[src/rtl/wiscsc15_fetch_if.sv]
// wiscsc15_fetch_if: instruction-memory, decode and redirect signals of the fetch unit
//   imem_*      : word-addressed request/grant bus; one rvalid per grant
//   inst_*      : queue head presented to decode with a valid/ready handshake
//   redirect*   : taken branch/call from execute; halt blocks new requests
//   master      : fetch unit side, slave : memory/decode/execute side
interface wiscsc15_fetch_if #(
    parameter int ADDR_W = 16,
    parameter int INST_W = 16
);
    logic              imem_req;
    logic [ADDR_W-1:0] imem_addr;
    logic              imem_gnt;
    logic              imem_rvalid;
    logic [INST_W-1:0] imem_rdata;
    logic              inst_valid;
    logic [INST_W-1:0] inst;
    logic [ADDR_W-1:0] inst_pc;
    logic              inst_ready;
    logic              redirect;
    logic [ADDR_W-1:0] redirect_pc;
    logic              halt;

    modport master (
        output imem_req, imem_addr, inst_valid, inst, inst_pc,
        input  imem_gnt, imem_rvalid, imem_rdata, inst_ready, redirect, redirect_pc, halt
    );

    modport slave (
        input  imem_req, imem_addr, inst_valid, inst, inst_pc,
        output imem_gnt, imem_rvalid, imem_rdata, inst_ready, redirect, redirect_pc, halt
    );
endinterface

[src/rtl/wiscsc15_fetch.sv]
// wiscsc15_fetch: WISC-SC15 instruction fetch unit with a small instruction queue
//   clk   : rising-edge clock
//   rst_n : asynchronous active-low reset
//   bus   : wiscsc15_fetch_if.master (imem request bus, decode handshake, redirect/halt)
module wiscsc15_fetch #(
    parameter int                ADDR_W   = 16,
    parameter int                INST_W   = 16,
    parameter logic [ADDR_W-1:0] RESET_PC = '0,
    parameter int                QDEPTH   = 2
) (
    input logic              clk,
    input logic              rst_n,
    wiscsc15_fetch_if.master bus
);
    localparam int PW = $clog2(QDEPTH);
    localparam int CW = PW + 1;
    localparam logic [CW-1:0] DEPTH = CW'(QDEPTH);

    typedef enum logic [1:0] {IDLE, REQ, WAIT, DROP} state_t;

    state_t            state;
    logic [ADDR_W-1:0] fetch_pc, req_pc;
    logic [INST_W-1:0] q_inst [QDEPTH];
    logic [ADDR_W-1:0] q_pc [QDEPTH];
    logic [PW-1:0]     rd_ptr, wr_ptr;
    logic [CW-1:0]     count, occ_next;
    logic              push, pop, granted, can_issue, inst_valid;

    assign granted    = state == REQ && bus.imem_gnt;
    // redirect voids both the arriving word and any pop in the same cycle
    assign push       = state == WAIT && bus.imem_rvalid && !bus.redirect;
    assign pop        = inst_valid && bus.inst_ready && !bus.redirect;
    assign occ_next   = bus.redirect ? '0 : count + CW'(push) - CW'(pop);
    // issuing only when a slot is free guarantees the in-flight word always fits
    assign can_issue  = !bus.halt && occ_next < DEPTH;
    assign inst_valid = count != '0;

    assign bus.imem_req   = state == REQ;
    assign bus.imem_addr  = fetch_pc;
    assign bus.inst_valid = inst_valid;
    assign bus.inst       = inst_valid ? q_inst[rd_ptr] : '0;
    assign bus.inst_pc    = inst_valid ? q_pc[rd_ptr] : '0;

    always_ff @(posedge clk or negedge rst_n) begin
        if (!rst_n) begin
            state    <= IDLE;
            fetch_pc <= RESET_PC;
            req_pc   <= '0;
        end else begin
            if (bus.redirect) fetch_pc <= bus.redirect_pc;
            else if (granted) fetch_pc <= fetch_pc + 1'b1;
            if (granted) req_pc <= fetch_pc;
            case (state)
                IDLE:    state <= can_issue ? REQ : IDLE;
                // an ungranted request is withdrawn by halt; a granted one always completes
                REQ:     state <= bus.imem_gnt ? (bus.redirect ? DROP : WAIT) : (bus.halt ? IDLE : REQ);
                // a response arriving with redirect is already dropped, so nothing is left outstanding
                WAIT,
                DROP:    state <= bus.imem_rvalid ? (can_issue ? REQ : IDLE) : (bus.redirect ? DROP : state);
                default: state <= IDLE;
            endcase
        end
    end

    always_ff @(posedge clk or negedge rst_n) begin
        if (!rst_n) begin
            rd_ptr <= '0;
            wr_ptr <= '0;
            count  <= '0;
        end else begin
            count  <= occ_next;
            rd_ptr <= bus.redirect ? '0 : rd_ptr + PW'(pop);
            wr_ptr <= bus.redirect ? '0 : wr_ptr + PW'(push);
        end
    end

    always_ff @(posedge clk) begin
        if (push) begin
            q_inst[wr_ptr] <= bus.imem_rdata;
            q_pc[wr_ptr]   <= req_pc;
        end
    end

    a_no_overflow: assert property (@(posedge clk) disable iff (!rst_n) !(push && count == DEPTH));
endmodule

[src/flat_wrapper.sv]
// flat-port wrapper written by rule: the top's interface ports become plain ports
module wiscsc15_fetch_flat 
#(
    parameter int                ADDR_W   = 16,
    parameter int                INST_W   = 16,
    parameter logic [ADDR_W-1:0] RESET_PC = '0,
    parameter int                QDEPTH   = 2
)
  (clk, rst_n, bus_imem_req, bus_imem_addr, bus_inst_valid, bus_inst, bus_inst_pc, bus_imem_gnt, bus_imem_rvalid, bus_imem_rdata, bus_inst_ready, bus_redirect, bus_redirect_pc, bus_halt);
  wiscsc15_fetch_if #(.ADDR_W(ADDR_W), .INST_W(INST_W)) bus_i ();
  input logic clk;
  input logic rst_n;
  output wire logic [$bits(bus_i.imem_req)-1:0] bus_imem_req;
  output wire logic [$bits(bus_i.imem_addr)-1:0] bus_imem_addr;
  output wire logic [$bits(bus_i.inst_valid)-1:0] bus_inst_valid;
  output wire logic [$bits(bus_i.inst)-1:0] bus_inst;
  output wire logic [$bits(bus_i.inst_pc)-1:0] bus_inst_pc;
  input wire logic [$bits(bus_i.imem_gnt)-1:0] bus_imem_gnt;
  input wire logic [$bits(bus_i.imem_rvalid)-1:0] bus_imem_rvalid;
  input wire logic [$bits(bus_i.imem_rdata)-1:0] bus_imem_rdata;
  input wire logic [$bits(bus_i.inst_ready)-1:0] bus_inst_ready;
  input wire logic [$bits(bus_i.redirect)-1:0] bus_redirect;
  input wire logic [$bits(bus_i.redirect_pc)-1:0] bus_redirect_pc;
  input wire logic [$bits(bus_i.halt)-1:0] bus_halt;
  assign bus_imem_req = bus_i.imem_req;
  assign bus_imem_addr = bus_i.imem_addr;
  assign bus_inst_valid = bus_i.inst_valid;
  assign bus_inst = bus_i.inst;
  assign bus_inst_pc = bus_i.inst_pc;
  assign bus_i.imem_gnt = bus_imem_gnt;
  assign bus_i.imem_rvalid = bus_imem_rvalid;
  assign bus_i.imem_rdata = bus_imem_rdata;
  assign bus_i.inst_ready = bus_inst_ready;
  assign bus_i.redirect = bus_redirect;
  assign bus_i.redirect_pc = bus_redirect_pc;
  assign bus_i.halt = bus_halt;
  wiscsc15_fetch #(.ADDR_W(ADDR_W), .INST_W(INST_W), .RESET_PC(RESET_PC), .QDEPTH(QDEPTH)) u_core (.clk(clk), .rst_n(rst_n), .bus(bus_i));
endmodule
[config.mk]
export PLATFORM = sky130hd
export DESIGN_NAME = wiscsc15_fetch_flat
export DESIGN_NICKNAME = d
export VERILOG_FILES = /design/src/rtl/wiscsc15_fetch_if.sv /design/src/rtl/wiscsc15_fetch.sv /design/src/flat_wrapper.sv
export SDC_FILE = /design/constraint.sdc
export NUM_CORES = 1
export LEC_CHECK = 0
export BUFFER_PORTS_ARGS = -buffer_cell sky130_fd_sc_hd__buf_4
export CAP_MARGIN = 0
export CELL_PAD_IN_SITES_DETAIL_PLACEMENT = 1
export CELL_PAD_IN_SITES_GLOBAL_PLACEMENT = 2
export CORE_ASPECT_RATIO = 1.75
export CORE_MARGIN = 2
export CORE_UTILIZATION = 37
export CTS_CLUSTER_SIZE = 16
export DETAILED_ROUTE_END_ITERATION = 7
export GPL_TIMING_DRIVEN = 1
export PLACE_DENSITY = 0.86
export SLEW_MARGIN = 25
export SYNTH_ARGS = -nofsm -noshare
export SYNTH_HDL_FRONTEND = slang
export SYNTH_SLANG_ARGS = --single-unit
[constraint.sdc]
create_clock -name clk -period 2.8 [get_ports clk]
set_input_delay 0.28 -clock clk [delete_from_list [all_inputs] [get_ports clk]]
set_output_delay 0.28 -clock clk [all_outputs]
set_load 0.03 [all_outputs]
==> results of run 1 <==
## cell usage in the layout (no fill, tap or decap), types with 2 or more instances in the layout
cell type and instances:
sky130_fd_sc_hd__buf_4 94, sky130_fd_sc_hd__edfxtp_1 64, sky130_fd_sc_hd__nor2_1 42, sky130_fd_sc_hd__dfrtp_1 37, sky130_fd_sc_hd__mux2i_1 34, sky130_fd_sc_hd__nand2_1 20, sky130_fd_sc_hd__o21ai_0 16, sky130_fd_sc_hd__mux2_2 13
sky130_fd_sc_hd__xnor2_1 10, sky130_fd_sc_hd__clkbuf_16 10, sky130_fd_sc_hd__inv_1 7, sky130_fd_sc_hd__ha_1 5, sky130_fd_sc_hd__xor2_1 4, sky130_fd_sc_hd__nand4_1 4, sky130_fd_sc_hd__nand3_1 4, sky130_fd_sc_hd__nor3_1 4
sky130_fd_sc_hd__nor2b_1 3, sky130_fd_sc_hd__a31oi_1 3, sky130_fd_sc_hd__inv_4 3, sky130_fd_sc_hd__nand4b_1 2, sky130_fd_sc_hd__nor4_1 2, sky130_fd_sc_hd__or3_1 2, sky130_fd_sc_hd__clkbuf_1 2
## state kept, by name, summed over array words and instances, names as in the netlist
register and count:
u_core.state 2, u_core.req_pc 16, u_core.wr_ptr 1, u_core.q_inst 32, u_core.count 2, u_core.q_pc 32, u_core.bus.imem_addr 16, u_core.rd_ptr 1
## report_power, final
group | internal (mW) | switching (mW)
combinational | 0.411 | 0.524
sequential | 1.87 | 0.178
clock | 0.659 | 0.520
total | 2.94 | 1.22
## routing by layer
| layer | vias up | part of all wire, % | global-route usage, % |
|---|---|---|---|
| met5 | - | 0 | 0 |
| met4 | 0 | 2.0 | 6.52 |
| met2 | 61 | 57 | 28.2 |
| li1 | 1276 | - | - |
| met1 | 1297 | 38 | 17.0 |
| met3 | 11 | 3.7 | 1.99 |
## Yosys cell counts, drive strengths merged (5+ instances only)
library cell / count
inv: 7
nand4: 5
o21ai: 16
ha: 5
mux2: 13
edfxtp: 64
dfrtp: 38
mux2i: 34
nor2: 43
xnor2: 10
nand2: 20
clkbuf: 13
## worst max-delay path: stages, from the launching register on
cell and delay (ns):
sky130_fd_sc_hd__dfrtp_2 0.69, sky130_fd_sc_hd__buf_4 0.30, sky130_fd_sc_hd__mux2i_1 0.25, sky130_fd_sc_hd__nor2_1 0.06
sky130_fd_sc_hd__buf_4 0.18
## per-stage QoR
stage | util [%] | worst slack (ns) | hold WS (ns)
floorplan | - | 0.555 | -0.0156
finish | 47.9 | 0.694 | 0.129
CTS | 47.9 | 0.632 | 0.114
global placement | 45.2 | 0.830 | 0.274
detailed placement | 45.2 | 0.712 | 0.287
global route | 47.9 | 0.544 | 0.116
## final cells by class
type                       count  area, um^2  share of cell area (%)
sequential                   102        2870                    54.1
multi-input combinational    182        1240                    23.4
clock buffer                  12         258                    4.85
inverter                       8        30.0                   0.565
clock inverter                 4        26.3                   0.494
timing repair buffer          95         716                    13.5
tap                          132         165                    3.11
## final timing paths
check | from | to | slack [ns]
max | u_core.rd_ptr | bus_inst_pc[1] | 0.69
min | bus_imem_rdata[2] | u_core.q_inst[0][2] | 0.13
max reg2reg | u_core.count[1] | u_core.state[0] | 0.72
min reg2reg | u_core.req_pc[14] | u_core.q_pc[0][14] | 0.47
max in group asynchronous | rst_n | u_core.rd_ptr | 1.97
min in group asynchronous | rst_n | u_core.req_pc[11] | 0.45
## repair_timing
action / CTS / global route
endpoints found under the setup margin: 0 / 0
endpoints found under the hold margin: 38 / 0
hold buffers: 1 / 0
## logic make-up (layout without fill, tap and decap cells)
group           Yosys count  in the layout  share of synthesized area (%)
flops                   102            102                           68.5
simple gates             91             91                           10.1
buf+inv                  21            119                           1.88
xor+xnor                 14             14                           2.92
mux                      47             47                           11.6
compound gates           25             25                           3.49
fa+ha+maj                 5              5                           1.49
==> results.txt, run 1 <==
- Number of vias in the routed layout: between 2000 and 3000
- The number of placed instances, taps included, is about 520.
* Number of cells on the worst reg-to-reg path: 11
- Clock tree from TritonCTS: yes
- For this design the top-level I/O count stands at 89.
* Number of nets in the finished design: about 440
- CTS saw 102 sinks.
- In this run the worst path has a maximum fanout of 17.
- The mapped netlist covers 4190 um^2.
- Synthesis produced approximately 310 cells.
- Static timing analysis puts the maximum clock frequency at 475 MHz.
* Relative slew slack: 60.9%
- Initial core utilization: a little under two fifths
- Htree depth: 3
- Fraction of post-synthesis cell area in the top cell type by area: between 40% and 50%
* Final cycle utilization of the critical path: about three quarters
* Detailed-routing iteration count for the pre-antenna-repair pass: 4
- Post-route cell area: about 5300 um^2
- Number of antenna diodes: 0
- Clock Tree Root: sky130_fd_sc_hd__clkbuf_16
- Cell leakage power: 2.10 nW
- From synthesis to final layout, the design area changed by 26.7%.
- Largest net degree at the start of global routing: 39
* Fillers: 1184
* CTS Buf Count: 9
- STA classifies the critical path endpoint as an output pin.
- VDD IR-drop max: between 0.0003 and 0.0004 V
- Register bit count reported by yosys: 102
* Measured slew at the worst slew-check pin: about 0.58 ns
- Min-Delay Path Depth: 1
- Setup violation total in the final timing report: 0
- Setup TNS: 0 ns
- Clock latency on the worst-skew pair, taken at its later pin, is approximately 0.34 ns.
- The first global-routing pass estimated 14.4 mm of wire.
- Areal power density over the cells: roughly 780 nW/um^2
* Worst EP arrival: 1.83 ns
- Area of the core: roughly 11000 um^2
- Post-CTS resize count: 0
- Wire length after detailed routing: ~8.7 mm
* Net count after synthesis: about 350
- Buffer levels on the longest clock path: 2
* Port Buf Inserts: between 80 and 90
* Count of unresolved DRC violations after routing: 0
* GRT Total Usage: 15.1%
- The synthesized design contains 64 enable-type register cells.
- Post-placement cell area: 5020 um^2
* Floorplan die area: roughly 12000 um^2
- The worst setup path is launched from a flip-flop.
- The number of global-route vias before repair was roughly 2900.
* Synth async-reset ratio: between 30% and 40%
- Grt ovf: 0
- Hold/Removal Path Class: primary input to flip-flop
* Non-filler instance count after layout: 535
- Distinct cell type count after synthesis: 34
- In the routed layout, each cell is associated on average with a via count of between 4 and 5.
* Area contributors post-synth: sky130_fd_sc_hd__edfxtp_1, sky130_fd_sc_hd__dfrtp_1, sky130_fd_sc_hd__mux2i_1
- In the final routed layout, each cell accounts on average for 16.2 um.
- Die Ht: approximately 140 um
- Horiz. Die Dim: 84.5 um
- The congestion estimate from routability-driven global placement came to approximately 0.79.
- Sequential cells were found to cover around two thirds of the synthesized design area.
* Path type of the worst setup path: flip-flop to output pin
- Number of buffers inserted by post-CTS setup repair: 0
- Across the run, the number of max-cap violations was 0.
- After layout, the design draws a total of between 4 and 5 mW.
- HPWL after detailed placement: approximately 6.2 mm
- In this run the remaining antenna-violating nets after routing total 0.
- Setup repair after global routing left no endpoint under its margin.
- Antenna violations before repair: 0
- Final-report max-slew violation count: 0
- The floorplan has ~50 rows.
- Cells with a size suffix above 1 make up between 30% and 40% of the layout.
- Clock-pin slew was measured on the worst setup and hold paths at about 0.070 ns.
* Detailed Route Iter0 Violations: 64
- Required @ worst endpoint: approximately 2.5 ns
- The flow ran to the end, and the final reports show no timing, DRC or antenna violations.
* Post-synthesis cell type with the largest combined area: sky130_fd_sc_hd__edfxtp_1
- Final Hold Viols: 0
- The clock period could shrink to around 2.1 ns.
- For this run, the leading register cell type out of synthesis is sky130_fd_sc_hd__edfxtp_1.
- Synth Warn #: 0
- Across the routed clock network, the largest skew measured is 0.00854 ns.
* Avg Cell Area, Syn: ~14 um^2
No activity file was read; power rests on OpenSTA's default activity.
==> run 2: changes to the inputs <==
--- a/config.mk
+++ b/config.mk
@@ -11,11 +11,11 @@
 export CELL_PAD_IN_SITES_GLOBAL_PLACEMENT = 2
 export CORE_ASPECT_RATIO = 1.75
 export CORE_MARGIN = 2
-export CORE_UTILIZATION = 37
+export CORE_UTILIZATION = 33
 export CTS_CLUSTER_SIZE = 16
 export DETAILED_ROUTE_END_ITERATION = 7
 export GPL_TIMING_DRIVEN = 1
-export PLACE_DENSITY = 0.86
+export PLACE_DENSITY = 0.81
 export SLEW_MARGIN = 25
 export SYNTH_ARGS = -nofsm -noshare
 export SYNTH_HDL_FRONTEND = slang
==> constraint.sdc (replaced) <==
create_clock -name clk -period 1.7 [get_ports clk]
set_input_delay 0.17 -clock clk [delete_from_list [all_inputs] [get_ports clk]]
set_output_delay 0.17 -clock clk [all_outputs]
set_load 0.03 [all_outputs]
==> run 2 against run 1 <==
The flow now finishes with violations (setup timing); design area is 10% higher; cell count up 13%; sequential share of layout area down 4.7 points; die area rose by 12%; non-clock buffer count grew 34; utilization fell by 0.84 points; critical endpoint is now u_core.state[0]; largest power group unchanged.
==> results.txt, run 2 (synthesis results as in run 1) <==
- Result of the run: finished, violations left
- Violated checks: setup timing
- The largest net degree at the start of global routing is 39 (unchanged).
- Avg WL per Cell: 15.3 um (-5.8%)
* Non-filler instance count after layout: 605 (+13%)
- The part of the total power dissipated in sequential elements came to 45.4% (-3.8 points).
- The library cell used most frequently in the layout, excluding fill and tap cells, is sky130_fd_sc_hd__buf_4.
* Min-Delay Path Depth: 1 (unchanged)
- The effective utilization at floorplan came to 33.7% (-4.0 points).
* Final RePlAce weighted congestion: 0.764 (-2.7%)
* Final Hold Viols: 0 (unchanged)
- Tracing the worst setup path back leads to its startpoint at u_core.count[0].
- TritonCTS built the clock tree.
* Clock network fraction of design power: 29.6% (+1.3 points)
- Placement Rows: 54 (+5.9%)
- The arrival time at the worst endpoint came to 2.21 ns (+0.38 ns).
- Largest registers: u_core.q_inst: 32 flops, u_core.q_pc: 32 flops
- From synthesis to final layout, the design area changed by 39.4%.
- The die boundary height was 153 um (+5.7%).
* Hold path startpoint: bus_imem_rdata[1]
- Number of vias in the routed layout: 2806 (+6.1%)
* Final hold slack: 0.0169 ns (-0.112 ns)
- Area of the core: 12400 um^2 (+12%)
- Detailed-routing iteration count for the pre-antenna-repair pass: 4 (unchanged)
- Buffer levels on the longest clock path: 2 (unchanged)
- The number of design-rule violations left by the first detailed-router iteration came to 56 (-13%).
- HPWL after detailed placement: 6.84 mm (+10%)
- The largest voltage drop on the vdd net was 0.000558 V (+54%).
- The part of the power in combinational logic was 24.9% (+2.5 points).
* Clock Tree Root: sky130_fd_sc_hd__clkbuf_16
- The setup clock skew after layout was 0.0104 ns (+0.00186 ns).
* Final-report max-slew violation count: 0 (unchanged)
- Internal power consumption: 5.26 mW (+79%)
* Measured slew at the worst slew-check pin: 0.502 ns (-0.0797 ns)
* Count of max-cap constraint violations: 0 (unchanged)
- The leakage power figure came to 2.32 nW (+10%).
* Most frequent cells in the layout: sky130_fd_sc_hd__buf_4, sky130_fd_sc_hd__edfxtp_1, sky130_fd_sc_hd__nor2_1
- The largest fanout of any net on the critical path came to 2 (-15).
- Setup violation total in the final timing report: 35 (+35)
- The fraction of power spent switching nets is 28.4% (-0.95 points).
- Path type of the worst setup path: flip-flop to flip-flop
- Final cell utilization of the core: 47.0% (-0.84 points)
* Post-Place Cells: 582 (+12%)
* Hold/Removal Path Class: primary input to flip-flop
* Source-to-sink clock delay at the later pin of the worst-skew pair: 0.34 ns (about the same)
* Area of combinational cells with multiple inputs: 1350 um^2 (+8.3%)
* CTS Buf Count: 9 (unchanged)
- Areal power density over the cells: 1260 nW/um^2 (+60%)
* Number of antenna diodes: 0 (unchanged)
- Antenna Violating Nets Remaining: 0 (unchanged)
* Final cycle utilization of the critical path: 115%
* Max Clock Freq: roughly 510 MHz
- The total number of nets in the final design is 476 (+7.7%).
* Post-route setup slack: -0.251 ns (-0.944 ns)
* Relative slew slack: 66.5% (+5.7 points)
- The count of cells along the worst register-to-register path is 11 (unchanged).
- Critical path capture point type: flip-flop
* Setup TNS: -0.899 ns (-0.899 ns)
* Shortest clock period the worst path allows after layout: ~2.0 ns
- The total congestion overflow after global routing was 0 (unchanged).
* Antenna violations before repair: 0 (unchanged)
- The number of global-route vias before repair came to 3129 (+9.8%).
- The ratio of routed vias to standard cells was 4.64 (-6.2%).
* Port Buf Inserts: 88 (unchanged)
- The sum of routed wire length over all layers was 9.25 mm (+6.5%).
- The share of layout cells above drive strength 1 came to 42.3% (+11 points).
- Power, Total: 7.35 mW (+77%)
* Kind of start point of the critical path: flip-flop
- The switching power summed over all nets was 2.09 mW (+71%).
- GRT Total Usage: 14.6% (-0.45 points)
- Horiz. Die Dim: 89.2 um (+5.6%)
* Floorplan die area: 13700 um^2 (+12%)
- Clock transition at the register clock pins on the worst setup and hold paths after CTS: 0.07 ns (about the same)
- The data required time at the worst endpoint was 1.95 ns (-0.57 ns).
* Seq. cell area: 2890 um^2 (+0.39%)
* Count of unresolved DRC violations after routing: 0 (unchanged)
- The number of top-level pins came to 89 (unchanged).
- Setup repair after global routing could not meet its margin everywhere.
- The fill cell instance count of the final layout came to 1346 (+14%).
* Htree depth: 3 (unchanged)
- The total clock sinks came to 102 (unchanged).
- Wire length of the first global-routing pass: 15.1 mm (+4.9%)
- Start of the worst register-to-register path: u_core.count[0]
[run 2: repair_timing]
action	in CTS	in global routing
resized for setup	4	7
setup buffers	4	4
hold endpoints to repair	38	0
setup endpoints to repair	35	40
pin swaps	6	4
hold buffers	1	0
[run 2: stage by stage]
stage	instance area [um^2]	setup WS (ns)
6_report	5850	-0.251
5_1_grt	5850	-0.355
4_1_cts	5790	-0.282
3_5_place_dp	5410	-0.318
3_3_place_gp	5410	-0.187
2_1_floorplan	4260	-0.267
[run 2: layout make-up]
| type | count | share of cell area [%] |
|---|---|---|
| Multi-Input combinational cell | 182 | 23.1 |
| Sequential cell | 102 | 49.4 |
| Clock inverter | 6 | 1.43 |
| Clock buffer | 10 | 4.09 |
| Tap cell | 168 | 3.60 |
| Timing Repair Buffer | 129 | 17.9 |
| Inverter | 8 | 0.557 |
[run 2: path summary, 6_finish.rpt]
path                                             to  slack, ns
setup / recovery                    u_core.state[0]      -0.25
hold / removal                  u_core.q_inst[1][1]       0.02
setup reg to reg                    u_core.state[0]      -0.25
hold reg to reg                   u_core.q_pc[1][1]       0.47
max in group asynchronous   u_core.bus.imem_addr[3]       0.97
min in group asynchronous  u_core.bus.imem_addr[12]       0.34
[run 2: critical path, stage by stage, from the launching register on]
cell                      delay [ns]
sky130_fd_sc_hd__dfrtp_1        0.41
sky130_fd_sc_hd__nor2_4         0.15
sky130_fd_sc_hd__inv_4          0.05
sky130_fd_sc_hd__nand2_4        0.05
sky130_fd_sc_hd__nor2_2         0.03
sky130_fd_sc_hd__ha_1           0.27
sky130_fd_sc_hd__inv_1          0.04
sky130_fd_sc_hd__ha_2           0.18
sky130_fd_sc_hd__xnor2_2        0.14
sky130_fd_sc_hd__xnor2_2        0.14
sky130_fd_sc_hd__a211o_1        0.27
sky130_fd_sc_hd__a22oi_2        0.12
[run 2: power groups by stage]
stage	clock network [mW]	logic, mW	registers [mW]
5_1_grt	2.34	2.01	3.39
3_5_place_dp	0	1.80	3.39
6_report	2.18	1.83	3.34
3_3_place_gp	0	1.75	3.35
4_1_cts	2.25	1.84	3.34
2_1_floorplan	0	1.00	3.41
[run 2: layer usage]
layer / track usage [%] / up-vias / share of wire (%)
li1: - / 1343 / -
met1: 14.8 / 1374 / 34
met2: 27.3 / 68 / 58
met3: 2.65 / 21 / 4.1
met4: 7.39 / 0 / 3.5
met5: 0 / - / 0
==> run 3: changes to the inputs <==
--- a/config.mk
+++ b/config.mk
@@ -7,15 +7,13 @@
 export LEC_CHECK = 0
 export BUFFER_PORTS_ARGS = -buffer_cell sky130_fd_sc_hd__buf_4
 export CAP_MARGIN = 0
-export CELL_PAD_IN_SITES_DETAIL_PLACEMENT = 1
-export CELL_PAD_IN_SITES_GLOBAL_PLACEMENT = 2
 export CORE_ASPECT_RATIO = 1.75
 export CORE_MARGIN = 2
-export CORE_UTILIZATION = 33
+export CORE_UTILIZATION = 30
 export CTS_CLUSTER_SIZE = 16
 export DETAILED_ROUTE_END_ITERATION = 7
 export GPL_TIMING_DRIVEN = 1
-export PLACE_DENSITY = 0.81
+export PLACE_DENSITY = 0.57
 export SLEW_MARGIN = 25
 export SYNTH_ARGS = -nofsm -noshare
 export SYNTH_HDL_FRONTEND = slang
==> run 3 against run 2 <==
The run still ends with setup timing left; utilization decreased by 4.5 points; hold slack improved by 0.0030 ns; critical path depth unchanged; register-to-register slack better by 0.02 ns; clock skew shrank 0.0057 ns; cell count grew 1.8%; sequential cell count did not move; clock power shrank 11%; total power decreased by 3.1%; fmax is 1.1% higher; combinational power barely moved; setup slack better by 0.021 ns; critical path type unchanged; largest power group unchanged; highest routed layer unchanged.
==> results.txt, run 3 (synthesis results as in run 1) <==
- The largest voltage drop on the vdd net is 0.000605 V (+8.4%).
* Post-route cell area: 5850 um^2 (+0.13%)
- In the layout the commonest cells are sky130_fd_sc_hd__buf_4, sky130_fd_sc_hd__edfxtp_1, sky130_fd_sc_hd__nor2_1.
- Source-to-sink clock delay at the later pin of the worst-skew pair: 0.33 ns (about the same)
- Horiz. Die Dim: 93.4 um (+4.7%)
- The minimum setup slack among reg-to-reg paths was -0.23 ns (+0.02 ns).
- From synthesis to final layout, the design area changed by 39.6%.
- The effective utilization at floorplan came to 30.5% (-3.3 points).
- Largest net degree at the start of global routing: 39 (unchanged)
- The detailed placer's ending HPWL is 6.36 mm (-7.0%).
- The cell row count was 57 (+5.6%).
- Final Hold Viols: 0 (unchanged)
- The CTS clock-pin slew for the worst setup and hold paths was 0.07 ns (about the same).
- Final-report max-slew violation count: 0 (unchanged)
* Relative slew slack: 67.2% (+0.63 points)
- Number of antenna diodes: 0 (unchanged)
- Required @ worst endpoint: 1.96 ns (about the same)
- Clock tree from TritonCTS: yes
- Setup clock skew after layout: 0.00473 ns (-0.00567 ns)
- Worst EP arrival: 2.19 ns (-0.02 ns)
- The critical path is of the flip-flop to flip-flop type.
* Clock Tree Root: sky130_fd_sc_hd__clkbuf_16
* Pre-CTS setup slack: -0.285 ns (+0.0332 ns)
* Worst reg2reg endpoint: u_core.state[0]
- The min-delay analysis places its worst path in the category primary input to flip-flop.
- Top Ports: 89 (unchanged)
* Htree depth: 3 (unchanged)
* Number of buffers and inverters on the critical path: 2 (unchanged)
- The via count was 2746 (-2.1%).
- Broken down by cell family, the worst path's largest delay share belongs to compound AO/OA/AOI/OAI gates.
- The count of cells along the worst register-to-register path is 11 (unchanged).
- Wire length of the first global-routing pass: 14.2 mm (-6.5%)
- The largest fanout of any net on the critical path was 2 (unchanged).
- Avg WL per Cell: 14.4 um (-5.8%)
- Start of the worst register-to-register path: u_core.count[0]
- The run finished, with violations left.
* Hold path startpoint: bus_imem_rdata[7]
- The final period demand of the worst path is 1.93 ns (-0.0208 ns).
- Grt ovf: 0 (unchanged)
* Floorplan die area: 15000 um^2 (+9.6%)
- STA classifies the critical path startpoint as a flip-flop.
* Cell leakage power: 2.29 nW (-1.3%)
- The path with the worst hold slack has its endpoint at u_core.q_inst[1][7].
- Die Ht: 160 um (+4.8%)
* Max Clock Freq: 518 MHz (+1.1%)
- GRT Total Usage: 12.3% (-2.3 points)
* Count of max-cap constraint violations: 0 (unchanged)
- The number of antenna violations at the first check in global routing was 0 (unchanged).
- The total clock sinks was 102 (unchanged).
* Final cell utilization of the core: 42.5% (-4.5 points)
- The share of the clock period used by the worst path after layout was 114% (-1.2 points).
* Critical path depth: 11 (unchanged)
- The number of global-route vias before repair is 2882 (-7.9%).
- Area of the core: 13800 um^2 (+11%)
- The total power per unit cell area was 1220 nW/um^2 (-3.2%).
- Antenna Violating Nets Remaining: 0 (unchanged)
- Min-Delay Path Depth: 1 (unchanged)
- The final critical-path setup slack is -0.230 ns (+0.0208 ns).
- Series of cell instances along the critical path: nor2_4 -> inv_4 -> nand2_4 -> nor2_4 -> ha_4 -> inv_2 -> ha_4 -> xnor2_2 -> xnor2_1 -> a211o_1 -> a22oi_2
* Share of layout cells above drive strength 1: 42.6% (+0.26 points)
- The number of buffers on the longest clock path came to 2 (unchanged).
- The number of failing setup endpoints in the final timing report is 36 (+2.9%).
- The largest registers in the layout are u_core.q_inst: 32 flops, u_core.q_pc: 32 flops.
- Wire length after detailed routing: 8.87 mm (-4.1%)
- Number of vias per cell: 4.46 (-3.9%)
- The sum of internal, switching and leakage power came to 7.12 mW (-3.1%).
* Critical path capture point type: flip-flop
* Port Buf Inserts: 88 (unchanged)
* Violated checks: setup timing
- The area of placed instances was 5410 um^2 (about the same).
- CTS Buf Count: 9 (unchanged)
- Setup TNS: -0.988 ns (-0.0886 ns)
* Number of nets in the finished design: 478 (+0.42%)
- Setup repair after global routing could not meet its margin everywhere.
- Detailed-routing iteration count for the pre-antenna-repair pass: 4 (unchanged)
- Delay of the slowest critical-path stage: 0.41 ns (about the same)
- Critical-path top delay cell: sky130_fd_sc_hd__dfrtp_1
- Measured slew at the worst slew-check pin: 0.493 ns (-0.00943 ns)
- Count of unresolved DRC violations after routing: 0 (unchanged)
- Detailed Route Iter0 Violations: 65 (+16%)
- The library cell used most frequently in the layout, excluding fill and tap cells, is sky130_fd_sc_hd__buf_4.
- Fillers: 1297 (-3.6%)
- The placer's final routability congestion estimate is 0.762 (-0.33%).
-- run 3: changes by cell type in the layout (fill, tap and decap cells not counted), sizes merged --
| cell | before | now |
|---|---|---|
| buf | 128 | 130 |
| bufinv | 2 | 0 |
| clkinv | 3 | 2 |
| inv | 8 | 11 |
-- run 3: worst max-delay path by stage --
stage / from / to / slack [ns]
floorplan: u_core.count[0] / u_core.state[0] / -0.27
finish: u_core.count[0] / u_core.state[0] / -0.23
global route: u_core.count[0] / u_core.state[0] / -0.31
CTS: u_core.count[1] / u_core.state[0] / -0.27
global placement: u_core.count[0] / u_core.state[0] / -0.19
detailed placement: u_core.count[0] / u_core.state[0] / -0.29
-- run 3: metal layers --
| metal | GRT usage [%] | up-vias | routed length, um |
|---|---|---|---|
| li1 | - | 1352 | - |
| met1 | 12.8 | 1308 | 3350 |
| met2 | 22.9 | 71 | 5000 |
| met3 | 2.58 | 15 | 317 |
| met4 | 5.95 | 0 | 200 |
| met5 | 0 | - | 0 |
-- run 3: stage by stage --
step | instances | hold slack [ns]
3_3_place_gp | 589 | 0.171
6_report | 616 | 0.0198
4_1_cts | 616 | 0.00239
2_1_floorplan | 305 | -0.126
3_5_place_dp | 589 | 0.167
5_1_grt | 616 | 0.0000741
-- run 3: layout make-up --
cell class                      count  area, um^2  area share, %
Sequential cell                   102        2890           49.3
Multi-Input combinational cell    182        1360           23.2
Timing Repair Buffer              131        1070           18.3
Clock buffer                       10         239           4.08
Tap cell                          177         221           3.78
Clock inverter                      6        51.3          0.876
Inverter                            8        32.5          0.556
-- run 3: report_power, final --
part,internal [mW],switching [mW]
Sequential,3.09,0.235
Clock,1.06,0.894
Combinational,0.867,0.984
Total,5.01,2.11
-- run 3: worst reg2reg max path: stages, from the launching register on --
cell and delay (ns):
sky130_fd_sc_hd__dfrtp_1 0.41, sky130_fd_sc_hd__nor2_4 0.15, sky130_fd_sc_hd__inv_4 0.05, sky130_fd_sc_hd__nand2_4 0.06
sky130_fd_sc_hd__nor2_4 0.04, sky130_fd_sc_hd__ha_4 0.26, sky130_fd_sc_hd__inv_2 0.04, sky130_fd_sc_hd__ha_4 0.15
sky130_fd_sc_hd__xnor2_2 0.13, sky130_fd_sc_hd__xnor2_1 0.14, sky130_fd_sc_hd__a211o_1 0.27, sky130_fd_sc_hd__a22oi_2 0.14
-- run 3: repair_timing --
action,in CTS,in global routing
resized for setup,4,9
setup buffers,10,3
endpoints found under the hold margin,38,0
hold buffers,1,0
setup endpoints to repair,36,78
cloned,0,0
pin swaps,8,12
